`config.mk`:
```
export PLATFORM = sky130hd
export DESIGN_NAME = pc_fetch_unit_flat
export DESIGN_NICKNAME = d
export VERILOG_FILES = /design/src/rtl/mips_pkg.sv /design/src/rtl/pc_fetch_unit_if.sv /design/src/rtl/pc_fetch_unit.sv /design/src/flat_wrapper.sv
export SDC_FILE = /design/constraint.sdc
export NUM_CORES = 1
export LEC_CHECK = 0
export CORE_AREA = 5 5 175 109
export CTS_CLUSTER_DIAMETER = 200
export DETAILED_ROUTE_END_ITERATION = 16
export DIE_AREA = 0 0 180 114
export DONT_BUFFER_PORTS = 1
export SLEW_MARGIN = 20
export SYNTH_ARGS = -nofsm -noshare
export SYNTH_HDL_FRONTEND = slang
export SYNTH_SLANG_ARGS = --single-unit
```
`constraint.sdc`:
```
create_clock -name clk -period 1.69 [get_ports clk]
set_clock_uncertainty 0.05 [all_clocks]
set_input_delay 0.2535 -clock clk [delete_from_list [all_inputs] [get_ports clk]]
set_output_delay 0.2535 -clock clk [all_outputs]
set_load 0.1 [all_outputs]
```
`src/rtl/mips_pkg.sv`:
```
// rtl/mips_pkg.sv - shared MIPS fetch constants and address helpers
package mips_pkg;

  localparam int unsigned BYTE_ADDR_W        = 32;
  localparam int unsigned WORD_ADDR_W        = 30;
  localparam logic [31:0] NOP_INSTR          = 32'h0000_0000;
  localparam logic [31:0] DEFAULT_RESET_PC   = 32'h0000_0000;
  localparam int unsigned DEFAULT_IMEM_WORDS = 8192;

  // Byte address to zero-extended word index.
  function automatic logic [BYTE_ADDR_W-1:0] word_index(input logic [BYTE_ADDR_W-1:0] a);
    return {2'b00, a[BYTE_ADDR_W-1:2]};
  endfunction

endpackage

```
`src/rtl/pc_fetch_unit_if.sv`:
```
// rtl/pc_fetch_unit_if.sv - fetch unit control, imem and decode-side signal bundle
interface pc_fetch_unit_if;
  import mips_pkg::*;

  logic                   stall;
  logic                   redirect;
  logic [BYTE_ADDR_W-1:0] redirect_pc;
  logic [BYTE_ADDR_W-1:0] imem_addr;
  logic [31:0]            imem_instr;
  logic [31:0]            id_instr;
  logic [BYTE_ADDR_W-1:0] id_pc;
  logic [BYTE_ADDR_W-1:0] id_pc_plus4;
  logic                   id_valid;
  logic                   addr_fault;

  // Pipeline control, imem model and decode stage side.
  modport master (
    output stall, redirect, redirect_pc, imem_instr,
    input  imem_addr, id_instr, id_pc, id_pc_plus4, id_valid, addr_fault
  );

  // Fetch unit side.
  modport slave (
    input  stall, redirect, redirect_pc, imem_instr,
    output imem_addr, id_instr, id_pc, id_pc_plus4, id_valid, addr_fault
  );

endinterface

```
`src/rtl/pc_fetch_unit.sv`:
```
// rtl/pc_fetch_unit.sv - PC/fetch stage; BRANCH_DELAY_SLOT_EN keeps the slot after a redirect
module pc_fetch_unit
  import mips_pkg::*;
#(
  parameter logic [31:0] RESET_PC   = DEFAULT_RESET_PC,
  parameter int unsigned IMEM_WORDS = DEFAULT_IMEM_WORDS
) (
  input  logic            clk,
  input  logic            rst,
  pc_fetch_unit_if.slave  bus
);

  logic [31:0] pc;
  logic [31:0] fetch_pc;
  logic        fetch_valid;
  logic        addr_fault_q;

  logic [31:0] fetch_addr;
  logic        fetch_addr_bad;

  // Pick the address presented to imem: a plain stall re-reads the slot already in flight
  // so the registered imem output (and therefore id_*) stays put.
  always_comb begin
    fetch_addr     = (bus.stall && !bus.redirect) ? fetch_pc : pc;
    fetch_addr_bad = (fetch_addr[1:0] != 2'b00) || (word_index(fetch_addr) >= IMEM_WORDS);
    bus.imem_addr  = fetch_addr_bad ? '0 : word_index(fetch_addr);
  end

  // PC and fetch-slot state: rst > redirect > stall > advance.
  always_ff @(posedge clk) begin
    if (rst) begin
      pc           <= RESET_PC;
      fetch_pc     <= RESET_PC;
      fetch_valid  <= 1'b0;
      addr_fault_q <= 1'b0;
    end else if (bus.redirect) begin
      pc       <= bus.redirect_pc;
      fetch_pc <= fetch_addr;
`ifdef BRANCH_DELAY_SLOT_EN
      fetch_valid <= !fetch_addr_bad;
      if (fetch_addr_bad) addr_fault_q <= 1'b1;
`else
      fetch_valid <= 1'b0;
`endif
    end else if (!bus.stall) begin
      pc          <= pc + 32'd4;
      fetch_pc    <= fetch_addr;
      fetch_valid <= !fetch_addr_bad;
      if (fetch_addr_bad) addr_fault_q <= 1'b1;
    end
  end

  // Decode-side view of the slot; invalid slots show a NOP.
  always_comb begin
    bus.id_instr    = fetch_valid ? bus.imem_instr : NOP_INSTR;
    bus.id_pc       = fetch_pc;
    bus.id_pc_plus4 = fetch_pc + 32'd4;
    bus.id_valid    = fetch_valid;
    bus.addr_fault  = addr_fault_q;
  end

endmodule

```
`src/flat_wrapper.sv`:
```
// flat-port wrapper written by rule: the top's interface ports become plain ports
module pc_fetch_unit_flat import mips_pkg::*;
#(
  parameter logic [31:0] RESET_PC   = DEFAULT_RESET_PC,
  parameter int unsigned IMEM_WORDS = DEFAULT_IMEM_WORDS
)
  (clk, rst, bus_stall, bus_redirect, bus_redirect_pc, bus_imem_instr, bus_imem_addr, bus_id_instr, bus_id_pc, bus_id_pc_plus4, bus_id_valid, bus_addr_fault);
  pc_fetch_unit_if bus_i ();
  input  logic clk;
  input  logic rst;
  input wire logic [$bits(bus_i.stall)-1:0] bus_stall;
  input wire logic [$bits(bus_i.redirect)-1:0] bus_redirect;
  input wire logic [$bits(bus_i.redirect_pc)-1:0] bus_redirect_pc;
  input wire logic [$bits(bus_i.imem_instr)-1:0] bus_imem_instr;
  output wire logic [$bits(bus_i.imem_addr)-1:0] bus_imem_addr;
  output wire logic [$bits(bus_i.id_instr)-1:0] bus_id_instr;
  output wire logic [$bits(bus_i.id_pc)-1:0] bus_id_pc;
  output wire logic [$bits(bus_i.id_pc_plus4)-1:0] bus_id_pc_plus4;
  output wire logic [$bits(bus_i.id_valid)-1:0] bus_id_valid;
  output wire logic [$bits(bus_i.addr_fault)-1:0] bus_addr_fault;
  assign bus_i.stall = bus_stall;
  assign bus_i.redirect = bus_redirect;
  assign bus_i.redirect_pc = bus_redirect_pc;
  assign bus_i.imem_instr = bus_imem_instr;
  assign bus_imem_addr = bus_i.imem_addr;
  assign bus_id_instr = bus_i.id_instr;
  assign bus_id_pc = bus_i.id_pc;
  assign bus_id_pc_plus4 = bus_i.id_pc_plus4;
  assign bus_id_valid = bus_i.id_valid;
  assign bus_addr_fault = bus_i.addr_fault;
  pc_fetch_unit #(.RESET_PC(RESET_PC), .IMEM_WORDS(IMEM_WORDS)) u_core (.clk(clk), .rst(rst), .bus(bus_i));
endmodule
```
-- Word-level counts from Yosys, hierarchy flattened
Index checks and enable logic that the tools add are counted.
- div/mod/pow operators: 0
- reduce and logical (&&, ||, !) cells: 7
- bitwise gates (word level): 2
- shift operators: 0
- add/subtract/negate cells: 2
- eq/ne operators: 1
- $lt $le $gt $ge: 1
- muxes and demuxes: 7
- multipliers: 0
- operators with widths (kind ; number):
    two-way mux 32 bit ; 6
    adder 32 x 3 -> 32 bit (second input constant) ; 2
    >= comparator 30 x 14 -> 1 bit (second input constant) ; 1
    two-way mux 30 bit ; 1
    AND reduction 3 bit ; 1
    logical NOT 1 bit ; 2
    inequality test 2 x 1 -> 1 bit (second input constant) ; 1
    inverter 1 bit ; 2
    nonzero test 2 bit ; 1
    OR reduction 2 bit ; 1
    logical AND 1 bit ; 1
    logical OR 1 bit ; 1
- ROM bits: 0
- bits in writable memories: 0
- latch bits: 0
- input bits: 68
- memories: 0
- output and inout port bits: 130
- register bits after elaboration: 66
- word-level logic and storage cells: 24

-- Depth between registers and ports, before layout
- depth after elaboration: 6
- gate-level depth with buffers: 6
- gate-level depth less buffers: 5

-- Worst setup path before layout
OpenSTA, ideal clock, no wires.
- path type: flip-flop to output port
- start point: register u_core.fetch_pc[3] (netlist: u_core.bus.id_pc[3])
- end point: output bus_id_pc_plus4[28]
- cell stages (with the launch flop): 7
- slack: -2.221 ns
- required time: 1.387 ns
- path buffers: 1
- arrival: 3.607 ns
- cell sequence: dfxtp_1 ha_1 and3_1 nand4_1 clkbuf_1 nor4_1 xor2_1
- cells in the longest elaborated chain, start to end: 1
- ends and longest elaborated chain (what ; line ; text):
    from (decl) ; pc_fetch_unit.sv:14 ; logic [31:0] fetch_pc;
    from (signal assigned) ; pc_fetch_unit.sv:38 ; fetch_pc <= fetch_addr;
    from (signal assigned) ; pc_fetch_unit.sv:47 ; fetch_pc <= fetch_addr;
    adder 32 x 3 -> 32 bit ; pc_fetch_unit.sv:57 ; bus.id_pc_plus4 = fetch_pc + 32'd4;
    to (decl) ; flat_wrapper.sv:18 ; output wire logic [$bits(bus_i.id_pc_plus4)-1:0] bus_id_pc_plus4;
Every way passes these cells.

-- Final worst setup path
- start point: register u_core.fetch_pc[3] (netlist: u_core.bus.id_pc[3])
- end point: output bus_id_pc_plus4[14]
Same word-level chain as after synthesis.

==> flow_summary.json <==
{
  "postSynthAreaPerCell_um2": 7.787,
  "share_comb_of_total_power_pct": 32.4,
  "place_ws_ns": -0.3819,
  "nFillCells": 1506,
  "period_share_pct": 141.9,
  "detail-route-antenna-nets": 0,
  "rr_worst_depth": 6,
  "final_common_cell": "buf_4",
  "drt_iter0_drc": 309,
  "overflow": 0,
  "core_um2": 17540,
  "crit_path_cell_trace": "ha_4 -> and3_4 -> nand4_1 -> buf_6 -> or3_4 -> xnor2_4 -> buf_12",
  "netlist_top_cells_area": "dfxtp_1, nand2_1, a21oi_1, xor2_1, and2_1",
  "synth_ff_type": "dfxtp_1",
  "power.leakage_uw": 0.003625,
  "whs_path_depth": 1,
  "switching_share_pct": 37.52,
  "dp_hpwl_um": 13710,
  "end_kind": "output pin",
  "power_density_nw_per_um2": 643.6,
  "diodes": 0,
  "hold_viol_final": 0,
  "synth_enable_flop_cells": 0,
  "cts_buffers": 9,
  "status": "complete, but fails checks",
  "seq_area_frac_synth_pct": 31.13,
  "die-height_um": 114,
  "power.share.sequential_pct": 30.9,
  "tightest_slew_ns": 0.5576,
  "io_buffers": 0,
  "ys.warnings.count": 0,
  "p_int_uw": 3495,
  "drcViolationCount": 0,
  "grt_max_degree": 56,
  "cts_tree": "done",
  "grt_pass1_wl_um": 28230,
  "synth_cells": 545,
  "hold_ws_ns": 0.01546,
  "clock_path_buffers": 2,
  "worst_slack_ns": -0.7078,
  "floorplan.initialDensity_pct": 24.19,
  "cts_root_buffer": "clkbuf_16",
  "max-slew-margin-rel_pct": 62.83,
  "wl_per_cell_um": 18.70,
  "final_cell_mix": "buf_4, nand2_1, buf_12",
  "violations": "negative setup slack",
  "clock-sinks": 66,
  "slowest_delay_ns": 0.42,
  "grtUsageTotal_pct": 17.19,
  "wirelength_um": 18610,
  "final_layout_size_suffix_gt1_share_pct": 58.01,
  "hold_class": "input port to register",
  "path_class": "register to output pin",
  "die_area_um2": 20520,
  "synth_area_um2": 4244,
  "area_delta_synth_final_pct": 104.8,
  "worstPathArrival_ns": 2.09,
  "grt_pass1_vias": 4850,
  "maxCapViolCount": 0,
  "start_kind": "register",
  "synthArstFlopShare_pct": 0,
  "globalplace.congestion": 0.8667,
  "yosys.area.top_type": "dfxtp_1",
  "clock_latency_ns": 0.33,
  "path_clk_slew_ns": 0.06,
  "synth.top_cell.area_share_pct": 31.13,
  "max_freq_mhz": 417.1,
  "required_ns": 1.39,
  "post-route-util_pct": 49.54,
  "nets": 820,
  "antenna_found_initial": 0,
  "dr.pass1.iters": 5,
  "ys_seq_elements": 66,
  "setup_viol": 44,
  "crit_fanout": 6,
  "slew_viol_final": 0,
  "pin_count": 198,
  "finalSetupTns_ns": -22.43,
  "synth_cell_types": 53,
  "std_cell_rows": 38,
  "die_w_um": 180,
  "clkPwrFrac_pct": 36.7,
  "critPathSlowestCell": "or3_4",
  "htreeDepth": 3,
  "irDropWorstVdd_mv": 0.5017,
  "grt_setup_unrepaired": "true",
  "via_per_inst": 4.933,
  "fin_crit_ns": 2.398,
  "p_switching_uw": 2099,
  "via_count": 4908
}
==> sequential cells by signal, summed over array words and instances, names as in the netlist <==
signal	cells
u_core.bus.addr_fault	1
u_core.bus.id_pc	32
u_core.bus.id_valid	1
u_core.pc	32
==> final cells by class <==
type                            instances  area [µm²]  area share, %
Clock buffer                            9       225.2          2.591
Clock inverter                          7       100.1          1.152
Inverter                               13       52.55         0.6046
Multi-Input combinational cell        430        3924          45.14
Sequential cell                        66        1479          17.01
Tap cell                              240       300.3          3.455
Timing Repair Buffer                  230        2611          30.04
==> worst max-delay path, delay by kind of cell, from the launching register on <==
kind	cells	cell delay [ns]
XOR/XNOR	1	0.19
adder cells (fa/ha/maj)	1	0.13
buffers and inverters	2	0.37
flip-flops	1	0.37
AND/OR/NAND/NOR	3	0.71
==> power by group through the flow <==
stage / registers, µW / logic, µW / clock network (µW)
after global placement: 1730 / 1670 / 0
after CTS: 1710 / 1790 / 2060
after detailed placement: 1740 / 1690 / 0
final: 1730 / 1810 / 2050
after floorplan: 2060 / 935 / 0
after global routing: 1740 / 1890 / 2140
==> logic make-up after synthesis <==
logic type | share of synthesized area [%]
muxes | 3.066
xor gates and xnor gates | 8.048
DFF | 31.13
and+or+nand+nor | 35.05
adders and majority gates | 0.5895
AOI/OAI and AO/OA | 13.12
buffers and inverters | 8.903
other | 0.08836
==> path summary, 6_finish.rpt <==
path / startpoint / to / slack (ns)
worst max register to register: u_core.pc[16]$_SDFFE_PP0P_ / u_core.pc[23]$_SDFFE_PP0P_ / -0.12
worst max-delay path: u_core.bus.id_pc[3]$_SDFFE_PP0P_ / bus_id_pc_plus4[14] / -0.71
worst min-delay path: rst / u_core.pc[30]$_SDFFE_PP0P_ / 0.02
worst min register to register: u_core.bus.id_pc[15]$_SDFFE_PP0P_ / u_core.bus.id_pc[15]$_SDFFE_PP0P_ / 0.44
==> per-layer routing <==
layer | vias to the layer above | GRT usage [%] | routed length (µm)
met4 | 0 | 3.551 | 230
met5 | - | 0 | 0
met2 | 212 | 25.48 | 8365
li1 | 2327 | - | -
met3 | 21 | 7.043 | 2041
met1 | 2348 | 23.64 | 7974
==> repair_timing <==
| action | in CTS | in global routing |
|---|---|---|
| cloned | 1 | 1 |
| hold buffers | 10 | 0 |
| gates resized for setup | 63 | 30 |
| endpoints found under the hold margin | 62 | 0 |
| setup endpoints to repair | 90 | 56 |
| buffers inserted | 14 | 7 |
| pin swaps | 40 | 23 |
==> cell usage after synthesis, drive strengths merged, types with 5 or more instances <==
cell type   n
and4       14
inv        13
nand4      16
clkbuf     28
nor2       52
xor2       23
nor4       25
a21oi      44
xnor2      16
dfxtp      66
mux2i      13
nor3       17
a211oi     11
and3       11
a311oi      8
and2       32
nand3      17
or3         5
nand2      63
nor2b       6
o21ai       6
buf        28
==> per-stage QoR <==
step / cells / total power [µW] / area (µm²)
after floorplan: 563 / 3000 / 5543
after global placement: 950 / 3407 / 7717
after detailed placement: 950 / 3430 / 7717
after CTS: 990 / 5561 / 8503
after global routing: 995 / 5765 / 8692
final: 995 / 5594 / 8692
Note: power is estimated with default switching activity, not from simulation.
